### src/rtl/shift_register_universal_clkneg.sv
// Universal shift register clocked on the falling edge of ClkN, with an
// active-low enable, serial cascade ports and a saturating shift counter.
module shift_register_universal_clkneg #(
    parameter int               WIDTH       = 8,
    parameter logic [WIDTH-1:0] RESET_VALUE = '0,
    localparam int              CNT_W       = $clog2(WIDTH + 1)
) (
    input  logic             ClkN,
    input  logic             Clr,
    input  logic             Enbar,
    input  logic [2:0]       Mode,
    input  logic [WIDTH-1:0] D,
    input  logic             SerInL,
    input  logic             SerInR,
    output logic [WIDTH-1:0] Q,
    output logic             SerOutL,
    output logic             SerOutR,
    output logic [CNT_W-1:0] ShiftCnt,
    output logic             Full
);

    typedef enum logic [2:0] {
        M_HOLD = 3'b000,
        M_LOAD = 3'b001,
        M_SHL  = 3'b010,
        M_SHR  = 3'b011,
        M_ROL  = 3'b100,
        M_ROR  = 3'b101,
        M_ASR  = 3'b110,
        M_CLR  = 3'b111
    } mode_t;

    localparam logic [CNT_W-1:0] CNT_MAX = CNT_W'(WIDTH);

    mode_t            mode;
    logic [WIDTH-1:0] q_next;
    logic             is_shift;
    logic             cnt_rst;

    assign mode = mode_t'(Mode);

    always_comb begin
        q_next   = Q;
        is_shift = 1'b0;
        cnt_rst  = 1'b0;
        unique case (mode)
            M_HOLD: q_next = Q;
            M_LOAD: begin
                q_next  = D;
                cnt_rst = 1'b1;
            end
            M_SHL: begin
                q_next   = {Q[WIDTH-2:0], SerInL};
                is_shift = 1'b1;
            end
            M_SHR: begin
                q_next   = {SerInR, Q[WIDTH-1:1]};
                is_shift = 1'b1;
            end
            M_ROL: begin
                q_next   = {Q[WIDTH-2:0], Q[WIDTH-1]};
                is_shift = 1'b1;
            end
            M_ROR: begin
                q_next   = {Q[0], Q[WIDTH-1:1]};
                is_shift = 1'b1;
            end
            M_ASR: begin
                q_next   = {Q[WIDTH-1], Q[WIDTH-1:1]};
                is_shift = 1'b1;
            end
            M_CLR: begin
                q_next  = RESET_VALUE;
                cnt_rst = 1'b1;
            end
            default: q_next = Q;
        endcase
    end

    always_ff @(negedge ClkN or posedge Clr) begin
        if (Clr) begin
            Q        <= RESET_VALUE;
            ShiftCnt <= '0;
        end else if (!Enbar) begin
            Q <= q_next;
            // Counter saturates so Full stays asserted until a load or clear.
            if (cnt_rst)
                ShiftCnt <= '0;
            else if (is_shift && ShiftCnt != CNT_MAX)
                ShiftCnt <= ShiftCnt + CNT_W'(1);
        end
    end

    assign SerOutL = Q[WIDTH-1];
    assign SerOutR = Q[0];
    assign Full    = (ShiftCnt == CNT_MAX);

endmodule

### config.mk
export PLATFORM = sky130hd
export DESIGN_NAME = shift_register_universal_clkneg
export DESIGN_NICKNAME = d
export VERILOG_FILES = /design/src/rtl/shift_register_universal_clkneg.sv
export SDC_FILE = /design/constraint.sdc
export NUM_CORES = 1
export LEC_CHECK = 0
export ABC_AREA = 1
export CAP_MARGIN = 10
export CORE_MARGIN = 2
export CORE_UTILIZATION = 30
export DETAILED_ROUTE_END_ITERATION = 8
export PLACE_DENSITY = 0.65
export RECOVER_POWER = 100
export SLEW_MARGIN = 40
export SYNTH_ARGS = -nofsm -noshare
export SYNTH_HDL_FRONTEND = slang
export SYNTH_SLANG_ARGS = --single-unit
### constraint.sdc
create_clock -name ClkN -period 1.45 [get_ports ClkN]
set_input_delay 0.145 -clock ClkN [delete_from_list [all_inputs] [get_ports ClkN]]
set_output_delay 0.145 -clock ClkN [all_outputs]
set_load 0.02 [all_outputs]
==> summary.md, run 1 <==
| Metric | Value |
|---|---|
| Power per cell area | `851 mW/mm^2` |
| I/O Pins | `31` |
| Setup WS pre-CTS | `-0.772 ns` |
| Syn_area_per_cell | `6.64 um^2` |
| Fin. Hold Viols | `0` |
| Num CTS Buffers | `3` |
| Status | `finished with violations` |
| CP max stage delay | `0.42 ns` |
| Commonest non-fill, non-tap cells in the layout | `nand2_1 (42), buf_6 (24), buf_4 (21), nor2_1 (17), dfrtn_1 (12)` |
| Worst Path Max Fanout | `2` |
| Synth Net Count | `roughly 160` |
| Cell Chain, Critical Path | `inv_1 > ha_2 > nand2_2 > inv_2 > buf_6` |
| # setup viols final | `24` |
| TritonCTS clock tree | `done` |
| Worst EP required | `1.31 ns` |
| Layout cells sized above 1 | `47.5%` |
| Post-route cell area | `0.00177 mm^2` |
| Synth unique cells | `21` |
| CP Launch Type | `flop` |
| Clock buffer depth | `2` |
| MaxCap Viol Count | `0` |
| Post-synthesis sequential element count | `12` |
| Post-Synthesis Cell Area | `916 um^2` |
| Maximum vdd drop | `roughly 0.67 mV` |
| Core region area | `0.00298 mm^2` |
| Crit path buf inv count | `3` |
| Placed Area | `0.00144 mm^2` |
| Worst hold path type | `flop to flop` |
| Final wirelength | `2790 um` |
| Die area | `0.00351 mm^2` |
| Area growth syn-to-layout | `93.2%` |
| Worst Clk Skew | `~0.0054 ns` |
| Routability congestion estimate | `0.866` |
| Congestion Overflow GR | `0` |
| Routed vias | `1,099` |
| Final antenna-violating net count | `0` |
| WP data arrival | `~1.9 ns` |
| Die Span X | `59.3 um` |
| WS Path Type | `flop to output port` |
| Hold WS | `0.584 ns` |
| Port bufs | `30` |
| Family with the most delay on the worst path | `flip-flops` |
| Die height | `59.3 um` |
| Failing checks | `setup timing` |
| Initial antenna violation count | `0` |
| GRT Resource Usage Total | `around 17%` |
| Worst rel slew slack | `63.3%` |
| Commonest non-fill, non-tap cell in the layout | `nand2_1` |
| Fraction of the yosys area taken by sequential cells | `32.8%` |
| Worst-Skew Late Latency | `0.28 ns` |
| Warning count from the yosys run | `0` |
| First drt pass iteration count | `4` |
| Initial DRC count | `10` |
| Antenna Cells | `0` |
| Clk pin slew, worst setup/hold paths | `0.05 ns` |
| Wire length per cell | `12.1 um` |
| Slew @ Worst Pin | `around 0.55 ns` |
| Post-CTS Hold Fix Bufs | `0` |
| Layout net count | `218` |
| Pin count of the biggest net entering global routing | `17` |
| Synth Instances | `138` |
| Setup TNS | `-5.09 ns` |
| Critical path's slowest cell | `dfrtn_1` |
| Slew Limit Fails | `0` |
| Initial Util | `30.8%` |
| Crit. End Element | `output port` |
| # H-tree levels | `1` |
| Total clock sinks | `12` |
| Vias per cell | `around 4.8` |
| DP Wirelength | `1860 um` |
| RSZ-0062 raised after global routing | `true` |
| LEAKAGE | `0.910 nW` |
| Root Driver | `clkbuf_4` |
| FILL cells | `272` |
| Setup WS post-layout | `-0.544 ns` |
| Vias in the first global route | `approximately 1,100` |
| # rows | `20` |
| Global-route wire length before repair | `4480 um` |
| DRC viols | `0` |
## Yosys cell counts (all sizes together)
cell | count | share of area (%)
buf | 5 | 5.3
xor2 | 1 | 0.96
a21boi | 1 | 0.82
nand2 | 56 | 26
dfrtn | 12 | 33
nand3 | 21 | 13
xnor2 | 1 | 0.96
nand4 | 3 | 2.0
inv | 11 | 4.8
o21ai | 3 | 2.0
ha | 2 | 2.7
nor2 | 22 | 9.0
## area by class of cell
| type | instances | area, um^2 | area share [%] |
|---|---|---|---|
| Sequential cell | 12 | 300 | 17.0 |
| Timing Repair Buffer | 62 | 624 | 35.3 |
| Tap cell | 33 | 41.3 | 2.33 |
| Clock buffer | 3 | 22.5 | 1.27 |
| Multi-Input combinational cell | 110 | 717 | 40.5 |
| Inverter | 11 | 63.8 | 3.61 |
## per-layer routing
layer / global-route usage [%] / vias up / share of wire (%)
li1: - / 559 / -
met1: 18.9 / 501 / 40
met2: 30.8 / 33 / 54
met3: 4.37 / 6 / 4.5
met4: 5.19 / 0 / 1.3
met5: 0 / - / 0
## metrics by stage
step,power [mW],cells,utilization (%)
floorplan,0.792,138,-
global placement,1.09,215,48.4
detailed placement,1.10,215,48.4
CTS,1.44,226,55.2
global route,1.60,231,59.4
finish,1.51,231,59.4
## timing repair
item / CTS / global route
setup buffers: 8 / 7
pin swaps: 17 / 9
resized for setup: 133 / 26
endpoints found under the setup margin: 27 / 27
## cell families after synthesis
kind of cell	synth area share (%)
buf+inv	10.1
xor+xnor	1.91
simple gates	49.6
flops	32.8
fa+ha+maj	2.73
compound gates	2.87
## state kept, by name, summed over array words and instances, names as in the netlist
register,count
ShiftCnt,4
Q,8
## worst reg2reg max path, cell delays in order (launching register included)
cell	delay (ns)
dfrtn_1	0.42
inv_1	0.05
nor2_2	0.10
nand2_2	0.07
buf_4	0.13
buf_4	0.12
buf_4	0.13
nand3_4	0.12
nand2_4	0.07
nand2_1	0.06
nand2_1	0.04
## where the power goes
group / internal (mW) / total, mW / switching, mW
sequential: 0.397 / 0.442 / 0.0452
combinational: 0.446 / 0.858 / 0.412
clock: 0.0962 / 0.205 / 0.109
total: 0.939 / 1.51 / 0.566
## final timing paths
| path | from | endpoint | slack, ns | cells past startpoint |
|---|---|---|---|---|
| worst min-delay path | Q[1]$_DFFE_NP0P_ | Q[1]$_DFFE_NP0P_ | 0.58 | 3 |
| worst max register to register | ShiftCnt[3]$_DFFE_NP0P_ | ShiftCnt[3]$_DFFE_NP0P_ | -0.01 | 10 |
| worst max-delay path | ShiftCnt[0]$_DFFE_NP0P_ | Full | -0.54 | 5 |
| worst min register to register | Q[1]$_DFFE_NP0P_ | Q[1]$_DFFE_NP0P_ | 0.58 | 3 |
| max in group asynchronous | Clr | ShiftCnt[1]$_DFFE_NP0P_ | 0.16 | 3 |
| min in group asynchronous | Clr | Q[5]$_DFFE_NP0P_ | 0.89 | 3 |
No activity file was read; power rests on OpenSTA's default activity.
==> run 2: changes to the inputs <==
--- a/config.mk
+++ b/config.mk
@@ -7,7 +7,7 @@
 export LEC_CHECK = 0
 export ABC_AREA = 1
 export CAP_MARGIN = 10
-export CORE_MARGIN = 2
+export CORE_MARGIN = 4
 export CORE_UTILIZATION = 30
 export DETAILED_ROUTE_END_ITERATION = 8
 export PLACE_DENSITY = 0.65
==> constraint.sdc (replaced) <==
create_clock -name ClkN -period 2.1 [get_ports ClkN]
set_input_delay 0.21 -clock ClkN [delete_from_list [all_inputs] [get_ports ClkN]]
set_output_delay 0.21 -clock ClkN [all_outputs]
set_load 0.02 [all_outputs]
==> run 2 against run 1 <==
The flow still finishes with violations (setup timing). Worst setup slack improved by 0.25 ns. Register-to-register slack worse by 0.18 ns. Critical path type unchanged. First-iteration DRC count rose to 6.8 times the previous value.
==> summary.md, run 2 (synthesized netlist as in run 1, its figures left out) <==
| Metric | Value |
|---|---|
| # H-tree levels | `1` |
| Failing checks | `setup timing` |
| Area growth syn-to-layout | `83.7%` |
| FILL cells | `251` |
| Port bufs | `30` |
| DRC viols | `0` |
| Biggest regs | `Q x8, ShiftCnt x4` |
| Power Total | `roughly 1.1 mW` |
| Fin. Hold Viols | `0` |
| Commonest non-fill, non-tap cell in the layout | `nand2_1` |
| Hold Crit Endpoint | `Q[5]$_DFFE_NP0P_` |
| Worst r2r dst | `ShiftCnt[3]$_DFFE_NP0P_` |
| Num CTS Buffers | `3` |
| Worst EP required | `1.89 ns` |
| Setup TNS | `-1.75 ns` |
| Worst Clk Skew | `about 0.0013 ns` |
| Die Span X | `approximately 63 um` |
| # setup viols final | `14` |
| I/O Pins | `31` |
| Psw | `0.397 mW` |
| Power per cell area | `643 mW/mm^2` |
| Largest Register | `Q` |
| Vias in the first global route | `1,072` |
| Sw frac | `36.7%` |
| Die area | `0.00400 mm^2` |
| First drt pass iteration count | `4` |
| Worst rel slew slack | `54.9%` |
| Initial Util | `32.4%` |
| Setup WS pre-CTS | `-0.628 ns` |
| Final Core Density | `about three fifths` |
| Wire length per cell | `13.0 um` |
| Slew @ Worst Pin | `0.677 ns` |
| Routed vias | `1,155` |
| Global-route wire length before repair | `4700 um` |
| Initial DRC count | `68` |
| Post-route cell area | `0.00168 mm^2` |
| WS Path Type | `flop to output port` |
| # rows | `19` |
| Sequential power share | `28.4%` |
| Setup WS post-layout | `-0.290 ns` |
| Die height | `between 60 and 70 um` |
| Worst R2R Path Depth | `17` |
| Area of the multi-input gates | `638 um^2` |
| Combinational power share | `54.4%` |
| Post-Layout Cell Count | `238` |
| Cells after DPL | `roughly 210` |
| Routability congestion estimate | `a little under 0.9` |
| Maximum vdd drop | `0.411 mV` |
| Hold Path Stages | `3` |
| Crit. End Element | `output port` |
| Antenna Cells | `0` |
| Clock power frac | `between 10% and 20%` |
| Pin count of the biggest net entering global routing | `17` |
| Final wirelength | `3100 um` |
| CP Launch Type | `flop` |
| Reg-to-reg startpoint | `ShiftCnt[3]$_DFFE_NP0P_` |
| Initial antenna violation count | `0` |
| Congestion Overflow GR | `0` |
| Internal power | `0.685 mW` |
| MaxCap Viol Count | `0` |
| Max FFs per register | `8` |
| Slew Limit Fails | `0` |
| Vias per cell | `4.85` |
| Core region area | `0.00283 mm^2` |
| Total clock sinks | `12` |
| Status | `finished with violations` |
| Layout net count | `between 200 and 250` |
| Worst hold path type | `flop to flop` |
| DP Wirelength | `1840 um` |
| Reg2reg setup slack | `-0.19 ns` |
| WP data arrival | `between 2 and 2.5 ns` |
| LEAKAGE | `0.895 nW` |
| Clock buffer depth | `2` |
| TritonCTS clock tree | `done` |
| Layout cells sized above 1 | `between 40% and 50%` |
| Placed Area | `0.00135 mm^2` |
| Hold wc startpoint | `Q[5]$_DFFE_NP0P_` |
| Post-CTS Hold Fix Bufs | `0` |
| Clk pin slew, worst setup/hold paths | `around 0.05 ns` |
| Final antenna-violating net count | `0` |
| Commonest non-fill, non-tap cells in the layout | `nand2_1 (47), buf_4 (31), buf_6 (22), nor2_1 (21)` |
| Worst Path Max Fanout | `2` |
| Worst-Skew Late Latency | `0.28 ns` |
| Sequential cell area | `300 um^2` |
| Hold WS | `0.577 ns` |
| RSZ-0062 raised after global routing | `true` |
| GRT Resource Usage Total | `14.4%` |
| Root Driver | `clkbuf_4` |
run 2: cell type report:
cell class                 count  share of cell area, %
timing repair buffer          69                   37.0
sequential                    12                   17.8
multi-input combinational    111                   37.9
clock buffer                   4                   2.16
inverter                      11                   2.75
tap                           31                   2.30
run 2: power groups by stage:
stage	clock [mW]	combinational [mW]	sequential [mW]
4_1_cts	0.191	0.502	0.303
3_3_place_gp	0	0.435	0.301
3_5_place_dp	0	0.441	0.302
5_1_grt	0.202	0.629	0.311
2_1_floorplan	0	0.161	0.367
6_report	0.186	0.588	0.307
run 2: worst max path at each step:
stage,startpoint,to,slack (ns),cells after the start
2_1_floorplan,ShiftCnt[0]$_DFFE_NP0P_,Full,-0.08,4
3_3_place_gp,Mode[1],Q[3]$_DFFE_NP0P_,-0.60,8
3_5_place_dp,Mode[1],Q[3]$_DFFE_NP0P_,-0.63,8
4_1_cts,ShiftCnt[1]$_DFFE_NP0P_,Full,-0.29,5
5_1_grt,ShiftCnt[0]$_DFFE_NP0P_,Full,-0.33,5
6_report,ShiftCnt[0]$_DFFE_NP0P_,Full,-0.29,5
run 2: repair_timing:
item,4_1_cts,5_1_grt
endpoints found under the setup margin,27,27
resized for setup,103,29
pin swaps,1,2
gates cloned,0,1
setup buffers,16,8
run 2: layer usage:
metal	vias up	global-route usage (%)	share of wire [%]
met5	-	0	0
met4	0	5.66	1.5
met3	5	2.66	5.4
met2	31	24.8	49
met1	547	17.8	44
li1	572	-	-
run 2: worst max-delay path, stage by stage (launching register included):
cell,delay [ns]
dfrtn_1,0.43
inv_2,0.06
ha_4,0.16
nand2_4,0.05
inv_2,0.03
buf_6,0.12
